**src/rtl/ctrl_lbus_burst_if.sv**
```systemverilog
// ctrl_lbus_burst_if: signal bundle between the host FIFOs, the controller and
// the crypto-core local bus. The master modport is the controller's view.
// With LBUS_WAIT_EN defined the bundle also carries the lbus_wait input.
interface ctrl_lbus_burst_if #(
    parameter int ADDR_W = 16,
    parameter int DATA_W = 16
);
    logic [ADDR_W-1:0] lbus_a;
    logic [DATA_W-1:0] lbus_di;
    logic              lbus_wrn;
    logic [DATA_W-1:0] lbus_do;
    logic              lbus_rdn;
`ifdef LBUS_WAIT_EN
    logic              lbus_wait;
`endif
    logic [7:0]        rd;
    logic              re;
    logic              emp;
    logic              aemp;
    logic [7:0]        wd;
    logic              we;
    logic              ful;
    logic              aful;
    logic              busy;
    logic              err;

`ifdef LBUS_WAIT_EN
    modport master (
        output lbus_a, lbus_di, lbus_wrn, lbus_rdn, re, wd, we, busy, err,
        input  lbus_do, lbus_wait, rd, emp, aemp, ful, aful
    );
    modport slave (
        input  lbus_a, lbus_di, lbus_wrn, lbus_rdn, re, wd, we, busy, err,
        output lbus_do, lbus_wait, rd, emp, aemp, ful, aful
    );
`else
    modport master (
        output lbus_a, lbus_di, lbus_wrn, lbus_rdn, re, wd, we, busy, err,
        input  lbus_do, rd, emp, aemp, ful, aful
    );
    modport slave (
        input  lbus_a, lbus_di, lbus_wrn, lbus_rdn, re, wd, we, busy, err,
        output lbus_do, rd, emp, aemp, ful, aful
    );
`endif
endinterface

```
**src/rtl/ctrl_lbus_burst.sv**
```systemverilog
// ctrl_lbus_burst: parses a byte command stream from the host RX FIFO and runs
// single/burst local-bus reads and writes; read words go back to the TX FIFO
// MSB first. Optional macro LBUS_WAIT_EN adds lbus_wait strobe stretching with
// a 255-cycle abort.
//
// state    | meaning
// ---------+--------------------------------------------------------------
// IDLE     | nothing in progress, waiting for RX data
// CMD      | fetch and decode the command byte
// ADDR     | fetch address bytes, MSB first, shifted into lbus_a
// LEN      | fetch burst length byte (burst commands only)
// BRANCH   | one cycle to pick the write-data or read path
// WDATA    | fetch one write word, MSB first, shifted into lbus_di
// SETUP    | address/data stable, strobe high, SETUP_CYC cycles
// STROBE   | strobe low, STROBE_CYC cycles (+ lbus_wait extension)
// RDOUT    | push captured read word to TX FIFO, MSB first
// NEXT     | bump address, count down words, loop or finish
//
// Byte fetch phases inside CMD/ADDR/LEN/WDATA: 0 request (re next cycle when
// the FIFO is not busy), 1 re high, 2 rd valid and captured.
module ctrl_lbus_burst #(
    parameter int ADDR_W     = 16,
    parameter int DATA_W     = 16,
    parameter int SETUP_CYC  = 4,
    parameter int STROBE_CYC = 4
) (
    input  logic              clk,
    input  logic              rst,
    ctrl_lbus_burst_if.master bus
);

    typedef enum logic [3:0] {
        S_IDLE   = 4'd0,
        S_CMD    = 4'd1,
        S_ADDR   = 4'd2,
        S_LEN    = 4'd3,
        S_BRANCH = 4'd4,
        S_WDATA  = 4'd5,
        S_SETUP  = 4'd6,
        S_STROBE = 4'd7,
        S_RDOUT  = 4'd8,
        S_NEXT   = 4'd9
    } state_t;

    localparam logic [3:0]  ADDR_LAST = 4'(ADDR_W / 8 - 1);
    localparam logic [3:0]  DATA_LAST = 4'(DATA_W / 8 - 1);
    localparam logic [15:0] SETUP_LD  = 16'(SETUP_CYC - 1);
    localparam logic [15:0] STROBE_LD = 16'(STROBE_CYC - 1);

    state_t            state_q, state_d;
    logic [1:0]        ph_q, ph_d;
    logic [3:0]        byte_q, byte_d;
    logic [15:0]       tmr_q, tmr_d;
    logic [8:0]        rem_q, rem_d;
    logic              is_wr_q, is_wr_d;
    logic              is_burst_q, is_burst_d;
    logic [ADDR_W-1:0] lbus_a_q, lbus_a_d;
    logic [DATA_W-1:0] lbus_di_q, lbus_di_d;
    logic [DATA_W-1:0] rbuf_q, rbuf_d;
    logic              rdn_q, rdn_d;
    logic              wrn_q, wrn_d;
    logic              re_q, re_d;
    logic              we_q, we_d;
    logic [7:0]        wd_q, wd_d;
    logic              err_q, err_d;
`ifdef LBUS_WAIT_EN
    logic [7:0]        ext_q, ext_d;
`endif

    logic rd_busy;
    logic wr_busy;
    logic fetch_st;
    logic byte_rdy;
    logic strobe_end;
    logic wait_abort;

    assign rd_busy  = bus.emp | (bus.aemp & re_q);
    assign wr_busy  = bus.ful | (bus.aful & we_q);
    assign fetch_st = (state_q == S_CMD) || (state_q == S_ADDR) ||
                      (state_q == S_LEN) || (state_q == S_WDATA);
    assign byte_rdy = fetch_st && (ph_q == 2'd2);

    // strobe release / abort decision once the base strobe width has elapsed
`ifdef LBUS_WAIT_EN
    assign strobe_end = (tmr_q == 16'd0) && !bus.lbus_wait;
    assign wait_abort = (tmr_q == 16'd0) && bus.lbus_wait && (ext_q == 8'd255);
`else
    assign strobe_end = (tmr_q == 16'd0);
    assign wait_abort = 1'b0;
`endif

    // state register
    always_ff @(posedge clk) begin
        if (!rst) begin
            state_q <= S_IDLE;
        end else begin
            state_q <= state_d;
        end
    end

    // next-state decode
    always_comb begin
        state_d = state_q;
        case (state_q)
            S_IDLE:   if (!bus.emp) state_d = S_CMD;
            S_CMD: begin
                if (byte_rdy) begin
                    if (bus.rd[7:2] == 6'd0) state_d = S_ADDR;
                    else                     state_d = S_IDLE;
                end
            end
            S_ADDR: begin
                if (byte_rdy && byte_q == ADDR_LAST)
                    state_d = is_burst_q ? S_LEN : S_BRANCH;
            end
            S_LEN:    if (byte_rdy) state_d = S_BRANCH;
            S_BRANCH: state_d = is_wr_q ? S_WDATA : S_SETUP;
            S_WDATA:  if (byte_rdy && byte_q == DATA_LAST) state_d = S_SETUP;
            S_SETUP:  if (tmr_q == 16'd0) state_d = S_STROBE;
            S_STROBE: begin
                if (wait_abort)      state_d = S_IDLE;
                else if (strobe_end) state_d = is_wr_q ? S_NEXT : S_RDOUT;
            end
            S_RDOUT:  if (!wr_busy && byte_q == DATA_LAST) state_d = S_NEXT;
            S_NEXT: begin
                if (rem_q == 9'd1) state_d = S_IDLE;
                else               state_d = is_wr_q ? S_WDATA : S_SETUP;
            end
            default:  state_d = S_IDLE;
        endcase
    end

    // datapath, timers and registered outputs for the next cycle
    always_comb begin
        ph_d       = 2'd0;
        byte_d     = byte_q;
        tmr_d      = tmr_q;
        rem_d      = rem_q;
        is_wr_d    = is_wr_q;
        is_burst_d = is_burst_q;
        lbus_a_d   = lbus_a_q;
        lbus_di_d  = lbus_di_q;
        rbuf_d     = rbuf_q;
        re_d       = 1'b0;
        we_d       = 1'b0;
        wd_d       = wd_q;
        err_d      = err_q;
`ifdef LBUS_WAIT_EN
        ext_d      = 8'd0;
`endif

        if (fetch_st) begin
            case (ph_q)
                2'd0:    ph_d = rd_busy ? 2'd0 : 2'd1;
                2'd1:    ph_d = 2'd2;
                default: ph_d = 2'd0;
            endcase
            re_d = (ph_q == 2'd0) && !rd_busy;
        end

        if (state_d != state_q)
            byte_d = 4'd0;
        else if ((state_q == S_ADDR || state_q == S_WDATA) && byte_rdy)
            byte_d = byte_q + 4'd1;
        else if (state_q == S_RDOUT && !wr_busy)
            byte_d = byte_q + 4'd1;

        if (state_d == S_SETUP && state_q != S_SETUP)
            tmr_d = SETUP_LD;
        else if (state_d == S_STROBE && state_q != S_STROBE)
            tmr_d = STROBE_LD;
        else if (tmr_q != 16'd0)
            tmr_d = tmr_q - 16'd1;

        case (state_q)
            S_CMD: begin
                if (byte_rdy) begin
                    if (bus.rd == 8'hFF) begin
                        err_d = 1'b0;
                    end else if (bus.rd[7:2] != 6'd0) begin
                        err_d = 1'b1;
                    end else begin
                        is_wr_d    = bus.rd[0];
                        is_burst_d = bus.rd[1];
                        rem_d      = 9'd1;
                    end
                end
            end
            S_ADDR: begin
                if (byte_rdy) lbus_a_d = (lbus_a_q << 8) | ADDR_W'(bus.rd);
            end
            S_LEN: begin
                if (byte_rdy) rem_d = {1'b0, bus.rd} + 9'd1;
            end
            S_WDATA: begin
                if (byte_rdy) lbus_di_d = (lbus_di_q << 8) | DATA_W'(bus.rd);
            end
            S_STROBE: begin
                if (wait_abort) err_d = 1'b1;
                else if (strobe_end) rbuf_d = bus.lbus_do;
`ifdef LBUS_WAIT_EN
                if (tmr_q == 16'd0 && bus.lbus_wait) ext_d = ext_q + 8'd1;
`endif
            end
            S_RDOUT: begin
                if (!wr_busy) begin
                    we_d   = 1'b1;
                    wd_d   = rbuf_q[DATA_W-1 -: 8];
                    rbuf_d = rbuf_q << 8;
                end
            end
            S_NEXT: begin
                lbus_a_d = lbus_a_q + ADDR_W'(1);
                rem_d    = rem_q - 9'd1;
            end
            default: ;
        endcase

        // strobes follow the next state so they are low exactly while in STROBE
        rdn_d = !(state_d == S_STROBE && !is_wr_q);
        wrn_d = !(state_d == S_STROBE && is_wr_q);
    end

    // datapath and output registers
    always_ff @(posedge clk) begin
        if (!rst) begin
            ph_q       <= 2'd0;
            byte_q     <= 4'd0;
            tmr_q      <= 16'd0;
            rem_q      <= 9'd0;
            is_wr_q    <= 1'b0;
            is_burst_q <= 1'b0;
            lbus_a_q   <= '0;
            lbus_di_q  <= '0;
            rbuf_q     <= '0;
            rdn_q      <= 1'b1;
            wrn_q      <= 1'b1;
            re_q       <= 1'b0;
            we_q       <= 1'b0;
            wd_q       <= 8'd0;
            err_q      <= 1'b0;
`ifdef LBUS_WAIT_EN
            ext_q      <= 8'd0;
`endif
        end else begin
            ph_q       <= ph_d;
            byte_q     <= byte_d;
            tmr_q      <= tmr_d;
            rem_q      <= rem_d;
            is_wr_q    <= is_wr_d;
            is_burst_q <= is_burst_d;
            lbus_a_q   <= lbus_a_d;
            lbus_di_q  <= lbus_di_d;
            rbuf_q     <= rbuf_d;
            rdn_q      <= rdn_d;
            wrn_q      <= wrn_d;
            re_q       <= re_d;
            we_q       <= we_d;
            wd_q       <= wd_d;
            err_q      <= err_d;
`ifdef LBUS_WAIT_EN
            ext_q      <= ext_d;
`endif
        end
    end

    assign bus.lbus_a   = lbus_a_q;
    assign bus.lbus_di  = lbus_di_q;
    assign bus.lbus_rdn = rdn_q;
    assign bus.lbus_wrn = wrn_q;
    assign bus.re       = re_q;
    assign bus.we       = we_q;
    assign bus.wd       = wd_q;
    assign bus.busy     = (state_q != S_IDLE);
    assign bus.err      = err_q;

endmodule

```
**src/flat_wrapper.sv**
```systemverilog
// flat-port wrapper written by rule: the top's interface ports become plain ports
module ctrl_lbus_burst_flat 
#(
    parameter int ADDR_W     = 16,
    parameter int DATA_W     = 16,
    parameter int SETUP_CYC  = 4,
    parameter int STROBE_CYC = 4
)
  (clk, rst, bus_lbus_a, bus_lbus_di, bus_lbus_wrn, bus_lbus_rdn, bus_re, bus_wd, bus_we, bus_busy, bus_err, bus_lbus_do, bus_rd, bus_emp, bus_aemp, bus_ful, bus_aful);
  ctrl_lbus_burst_if #(.ADDR_W(ADDR_W), .DATA_W(DATA_W)) bus_i ();
  input  logic clk;
  input  logic rst;
  output wire logic [$bits(bus_i.lbus_a)-1:0] bus_lbus_a;
  output wire logic [$bits(bus_i.lbus_di)-1:0] bus_lbus_di;
  output wire logic [$bits(bus_i.lbus_wrn)-1:0] bus_lbus_wrn;
  output wire logic [$bits(bus_i.lbus_rdn)-1:0] bus_lbus_rdn;
  output wire logic [$bits(bus_i.re)-1:0] bus_re;
  output wire logic [$bits(bus_i.wd)-1:0] bus_wd;
  output wire logic [$bits(bus_i.we)-1:0] bus_we;
  output wire logic [$bits(bus_i.busy)-1:0] bus_busy;
  output wire logic [$bits(bus_i.err)-1:0] bus_err;
  input wire logic [$bits(bus_i.lbus_do)-1:0] bus_lbus_do;
  input wire logic [$bits(bus_i.rd)-1:0] bus_rd;
  input wire logic [$bits(bus_i.emp)-1:0] bus_emp;
  input wire logic [$bits(bus_i.aemp)-1:0] bus_aemp;
  input wire logic [$bits(bus_i.ful)-1:0] bus_ful;
  input wire logic [$bits(bus_i.aful)-1:0] bus_aful;
  assign bus_lbus_a = bus_i.lbus_a;
  assign bus_lbus_di = bus_i.lbus_di;
  assign bus_lbus_wrn = bus_i.lbus_wrn;
  assign bus_lbus_rdn = bus_i.lbus_rdn;
  assign bus_re = bus_i.re;
  assign bus_wd = bus_i.wd;
  assign bus_we = bus_i.we;
  assign bus_busy = bus_i.busy;
  assign bus_err = bus_i.err;
  assign bus_i.lbus_do = bus_lbus_do;
  assign bus_i.rd = bus_rd;
  assign bus_i.emp = bus_emp;
  assign bus_i.aemp = bus_aemp;
  assign bus_i.ful = bus_ful;
  assign bus_i.aful = bus_aful;
  ctrl_lbus_burst #(.ADDR_W(ADDR_W), .DATA_W(DATA_W), .SETUP_CYC(SETUP_CYC), .STROBE_CYC(STROBE_CYC)) u_core (.clk(clk), .rst(rst), .bus(bus_i));
endmodule
```
**config.mk**
```make
export PLATFORM = sky130hd
export DESIGN_NAME = ctrl_lbus_burst_flat
export DESIGN_NICKNAME = d
export VERILOG_FILES = /design/src/rtl/ctrl_lbus_burst_if.sv /design/src/rtl/ctrl_lbus_burst.sv /design/src/flat_wrapper.sv
export SDC_FILE = /design/constraint.sdc
export NUM_CORES = 1
export LEC_CHECK = 0
export ABC_AREA = 0
export CORE_ASPECT_RATIO = 0.8
export CORE_MARGIN = 1
export CORE_UTILIZATION = 55
export DETAILED_ROUTE_END_ITERATION = 10
export GPL_TIMING_DRIVEN = 0
export PLACE_DENSITY = 0.81
export RECOVER_POWER = 25
export SETUP_SLACK_MARGIN = 0.3
export SLEW_MARGIN = 40
export SYNTH_ARGS = -nofsm -noshare
export SYNTH_HDL_FRONTEND = slang
export SYNTH_SLANG_ARGS = --single-unit
```
**constraint.sdc**
```tcl
create_clock -name clk -period 4.6 [get_ports clk]
set_clock_uncertainty 0.15 [all_clocks]
set_input_delay 0.92 -clock clk [delete_from_list [all_inputs] [get_ports clk]]
set_output_delay 0.92 -clock clk [all_outputs]
set_load 0.01 [all_outputs]
```
==> run summary, run 1 <==
Worst-path clk slew - 0.10 ns
drt first-iter violations - 346
drt drc - 0
initial core utilization - 56.9%
distinct cell type count after synthesis - 60
DIE HEIGHT - 85.8 um
status - completed
largest net degree at the start of global routing - 17
Fillers - 720
area of the die - 9160 um2
Yosys top cell area share - 40.2%
DPL Wire Length - 10.0 mm
Tightest Hold Check Type - reg -> reg
PD cells - 325 nW/um2
drt first pass iters - 5
Avg Vias per Cell - 5.98
mean routed wirelength per cell - 16.8 um
CP startpoint kind - primary input
Rel. slew slack - 50.2%
maximum VDD drop - 0.439 mV
area of the multi-input gates - 2730 um2
vias in the first global route - 4,412
register area share after synthesis - 40.2%
gpl congestion - 0.978
H-Tree Depth - 3
GRT met1 Usage - 39.6%
Die Wd - 107 um
ranking of synthesized cells by area - dfxtp_1 (40%), nand2_1 (8.2%), a21boi_0 (6.5%)
syn_area_per_cell - 8.11 um2
async set or reset register ratio after synthesis - 0%
Post-synth EDFFs - 0
Core Rows - 30
post-CTS setup buffers - 0
initial antenna violation count - 0
vias - 4,764
CTS tree - yes
Post-Syn Area - 4830 um2
Routed WL - 13.4 mm
CP startpoint - bus_rd[6]
Final setup violation count - 0
clock tree sinks - 97
fin cells - 797
kind of cell adding the most delay to the critical path - compound AO/OA/AOI/OAI gates
Final Cell Area - 5910 um2
IO buf count - 74
layout cells sized above 1 - 4.38%
post-layout min period - 3.81 ns
met3 usage - 6.84%
Remaining Overflow, GRT - 0
CTS resizes - 0
WP buf/inv - 2
Clock Path Buffers - 2
nets@finish - 718
Critical Path Fanout Max - 10
post-route setup TNS - 0 ns
CTS Root Cell - clkbuf_8
CP max stage cell - a31oi_1
highest clock rate - 0.262 GHz
P_leak - 0.00216 uW
Core Region - 8480 um2
critical hold path startpoint - u_core.bus.lbus_di[12]
count leader, synth - nand2_1
Worst Path Required - 4.72 ns
top cells by count, synth - nand2_1 (105), dfxtp_1 (97), a21boi_0 (42), nor2_1 (42), nand3_1 (33)
Cell Chain, Critical Path - clkdlybuf4s50_1 -> or4_1 -> nor2_1 -> nand4_1 -> a31oi_1 -> clkbuf_1 -> o221ai_1 -> o211a_1
Final Core Density - 69.7%
global-route wire length before repair - 21.6 mm
#FFs+latches synth - 97
Routed Antenna Nets - 0
cts hold-fix bufs - 0
post-route clock period utilization - 82.9%
Worst Max-Slew Pin Slew - 0.743 ns
GR peak layer - met2
IO Count - 76
synth warn - 0
Area Overhead vs Synth - 22.4%
crit path DAT - 3.93 ns
kind of critical path - in -> reg
worst r2r src - u_core.state_q[0]
Post-Syn Nets - 633
Slew Limit Fails - 0
highest cell delay on the worst timing path - 0.67 ns
Cells after Synth - 595
cts bufs inserted - 9
grt met2 use - 48.2%
max_cap viols - 0
total track usage - 30.0%
largest area contributor in the netlist - dfxtp_1
dpl ws - 0.501 ns
Placement Cell Area - 5710 um2
CP Capture Type - register
Clk Latency, worst-skew pair - 0.37 ns
# diodes - 0
RSZ-0062 raised after global routing - false
Reg area - 1940 um2
Final Hold Violating Endpoints - 0
top_reg_cell synth - dfxtp_1
placed insts - 781
setup ws final - 0.785 ns
## placed cells by master (no fill, tap or decap), types with 17 or more instances in the layout
cell,Yosys,layout
a21oi_1,17,17
o21ai_0,25,25
nand2_1,105,105
a21boi_0,42,42
nand3_1,33,33
dlygate4sd3_1,0,27
nor3_1,19,18
dfxtp_1,97,97
nor2b_1,22,22
clkdlybuf4s50_1,0,47
clkbuf_1,29,31
nor2_1,42,42
## per-layer routing
layer,up-vias,wire [um],part of all wire (%)
li1,2277,-,-
met1,2282,5970,45
met2,174,6120,46
met3,31,917,6.8
met4,0,388,2.9
met5,-,0,0
## cell type report
cell class	instances	area share [%]
multi-input cells	455	46.1
flip-flops and latches	97	32.9
repair buffers	74	12.5
well taps	112	2.37
clock buffers	11	2.22
plain buffers	31	2.05
clock inverters	5	1.10
inverters	12	0.762
## flip-flops by register name, indices dropped and copies added (netlist names)
| signal | cells |
|---|---|
| u_core.rbuf_q | 16 |
| u_core.bus.we | 1 |
| u_core.bus.err | 1 |
| u_core.bus.wd | 8 |
| u_core.tmr_q | 16 |
| u_core.state_q | 4 |
| u_core.bus.lbus_a | 16 |
| u_core.bus.lbus_wrn | 1 |
| u_core.is_wr_q | 1 |
| u_core.is_burst_q | 1 |
| u_core.ph_q | 2 |
| u_core.bus.lbus_rdn | 1 |
| u_core.rem_q | 9 |
| u_core.byte_q | 4 |
| u_core.bus.lbus_di | 16 |
## worst min-delay path, stage by stage, from the launching register on
cell and delay, ns:
dfxtp_1 0.32, nand2_1 0.04, a21boi_0 0.06
## worst paths after layout
| kind | end | cells past startpoint | slack, ns |
|---|---|---|---|
| setup / recovery | u_core.rem_q[1] | 8 | 0.79 |
| hold / removal | u_core.bus.lbus_di[12] | 2 | 0.32 |
| setup reg to reg | u_core.rbuf_q[12] | 9 | 1.20 |
| hold reg to reg | u_core.bus.lbus_di[12] | 2 | 0.32 |
## report_power, final
part / internal, uW / switching, uW
Combinational: 204 / 222
Clock: 257 / 300
Sequential: 889 / 50.9
## logic make-up (layout without fill, tap and decap cells)
| logic type | Yosys count | count (layout) | synth area share [%] |
|---|---|---|---|
| buffers and inverters | 43 | 133 | 3.45 |
| AOI/OAI and AO/OA | 138 | 138 | 20.2 |
| DFF | 97 | 97 | 40.2 |
| adders and majority gates | 8 | 8 | 2.07 |
| and+or+nand+nor | 283 | 283 | 29.2 |
| xor gates and xnor gates | 23 | 23 | 4.17 |
| muxes | 3 | 3 | 0.648 |
## stage by stage
step,total power (uW),hold slack (ns)
after floorplan,1270,0.253
after global placement,1350,0.301
after detailed placement,1380,0.304
after CTS,1930,0.320
after global routing,2020,0.334
final,1920,0.319
No activity file was read; power rests on OpenSTA's default activity.
==> inputs of run 2 (changes only) <==
CORE_UTILIZATION = 49   (was 55)
PLACE_DENSITY = 0.77   (was 0.81)
clock period = 3.3 ns   (was 4.6 ns; I/O delays follow)
==> run summary, run 2 (synthesis gave the netlist of run 1 again) <==
Rel. slew slack - 56.2% (+6.0 points)
global-route wire length before repair - 21.8 mm (+1.0%)
commonest non-fill, non-tap cell in the layout - nand2_1
highest clock rate - 0.343 GHz
largest net degree at the start of global routing - 16 (-1)
IO Count - 76 (unchanged)
fin cells - 814 (+2.1%)
CP Capture Type - register
layout cells sized above 1 - 8.78% (+4.4 points)
status - completed
highest cell delay on the worst timing path - 0.62 ns (-0.05 ns)
Tot Pwr - 3120 uW (+62%)
Final setup violation count - 0 (unchanged)
kind of critical path - in -> reg
Avg Vias per Cell - 5.91 (-1.1%)
gpl congestion - 0.919 (-6.0%)
CTS Root Cell - clkbuf_16
Routed Antenna Nets - 0 (unchanged)
H-Tree Depth - 3 (unchanged)
DIE HEIGHT - 90.8 um (+5.8%)
mean routed wirelength per cell - 16.9 um (+0.53%)
dpl ws - -0.631 ns (-1.13 ns)
initial core utilization - 50.2% (-6.7 points)
clock tree sinks - 97 (unchanged)
Slew Limit Fails - 0 (unchanged)
vias in the first global route - 4,397 (-0.34%)
IO buf count - 74 (unchanged)
initial antenna violation count - 0 (unchanged)
worst-case reg-to-reg path depth - 10 (+1)
P_leak - 0.00235 uW (+9.0%)
commonest non-fill, non-tap cells in the layout - nand2_1 (104), dfxtp_1 (96), a21boi_0 (42)
total track usage - 26.9% (-3.1 points)
vias - 4,810 (+0.97%)
Reg area - 1940 um2 (about the same)
post-layout min period - 2.91 ns
RSZ-0062 raised after global routing - false
Core Region - 9610 um2 (+13%)
drt first-iter violations - 416 (+20%)
worst hold path depth - 2 (unchanged)
setup ws final - 0.388 ns (-0.397 ns)
CP startpoint kind - primary input
cts hold-fix bufs - 0 (unchanged)
Tightest Hold Check Type - reg -> reg
Core Rows - 32 (+6.7%)
# diodes - 0 (unchanged)
Clock Path Buffers - 2 (unchanged)
PD cells - 497 nW/um2 (+53%)
drt drc - 0 (unchanged)
Cell Chain, Critical Path - clkdlybuf4s50_1 -> or2_2 -> nor4_4 -> a211o_1 -> nand4bb_1 -> xnor2_1 -> nand4b_1 -> buf_4 -> nor3_4
Die Wd - 113 um (+5.8%)
crit path DAT - 3.03 ns (-0.90 ns)
post-route setup TNS - 0 ns (unchanged)
Fillers - 834 (+16%)
max_cap viols - 0 (unchanged)
WHS - 0.315 ns (-0.00413 ns)
area of the multi-input gates - 2840 um2 (+4.4%)
DPL Wire Length - 9.80 mm (-2.1%)
Clk Latency, worst-skew pair - 0.35 ns (-0.02 ns)
Remaining Overflow, GRT - 0 (unchanged)
CTS tree - yes
placed insts - 788 (+0.90%)
drt first pass iters - 5 (unchanged)
Worst Max-Slew Pin Slew - 0.657 ns (-0.0867 ns)
Worst Path Required - 3.42 ns (-1.30 ns)
Critical Path Fanout Max - 7 (-3)
CP max stage cell - clkdlybuf4s50_1
cts bufs inserted - 9 (unchanged)
nets@finish - 728 (+1.4%)
Final Hold Violating Endpoints - 0 (unchanged)
area of the die - 10,300 um2 (+12%)
Worst-path clk slew - 0.06 ns (-0.04 ns)
maximum VDD drop - 0.341 mV (-22%)
post-route clock period utilization - 88.2%
Routed WL - 13.8 mm (+2.7%)
Area Overhead vs Synth - 29.9%
==> run 2: cell types whose count changed in the layout (fill, tap and decap cells not counted), moves of 3 or more <==
| cell | previous run | this run |
|---|---|---|
| buf_4 | 1 | 11 |
| clkbuf_1 | 31 | 25 |
| clkbuf_16 | 0 | 9 |
| clkbuf_8 | 9 | 2 |
| clkdlybuf4s50_1 | 47 | 41 |
| clkinv_4 | 3 | 0 |
| dlymetal6s2s_1 | 0 | 3 |
| nor3_1 | 18 | 15 |
==> run 2: area by class of cell <==
cell class / instances / share of cell area, %
timing repair buffer: 84 / 13.1
clock inverter: 4 / 1.20
multi-input combinational: 455 / 45.4
buffer: 31 / 2.18
sequential: 97 / 31.0
clock buffer: 12 / 4.09
inverter: 12 / 0.718
tap: 119 / 2.37
==> run 2: final timing paths <==
check | from | end | slack [ns]
max | bus_rd[2] | u_core.byte_q[2] | 0.39
min | u_core.bus.lbus_di[13] | u_core.bus.lbus_di[13] | 0.32
max reg2reg | u_core.tmr_q[0] | u_core.byte_q[3] | 0.39
min reg2reg | u_core.bus.lbus_di[13] | u_core.bus.lbus_di[13] | 0.32
==> run 2: what timing repair did <==
item | in CTS | in global routing
endpoints found under the setup margin | 40 | 28
pin swaps | 3 | 8
gates resized for setup | 19 | 19
setup buffers | 3 | 7
==> run 2: metrics by stage <==
step	cell area (um2)	util, %
finish	6270	65.2
global route	6270	65.2
CTS	6140	63.9
detailed placement	5720	59.5
global placement	5720	59.5
floorplan	4830	-
==> run 2: power breakdown <==
part	switching [uW]	internal [uW]	total (uW)
Clock	445	706	1150
Combinational	327	326	653
Sequential	73.0	1240	1320
Total	845	2270	3120
==> run 2: routing by layer <==
| layer | share of wire (%) | track usage (%) | wire length (um) |
|---|---|---|---|
| met5 | 0 | 0 | 0 |
| met4 | 1.7 | 8.11 | 238 |
| met3 | 6.5 | 4.63 | 894 |
| met2 | 46 | 42.8 | 6320 |
| met1 | 46 | 37.2 | 6310 |
==> run 2: worst max-delay path: cells and delay by family <==
| kind | cells | cell delay [ns] |
|---|---|---|
| AO/OA/AOI/OAI | 1 | 0.18 |
| AND/OR/NAND/NOR | 5 | 1.24 |
| buffers and inverters | 2 | 0.81 |
| XOR/XNOR | 1 | 0.13 |
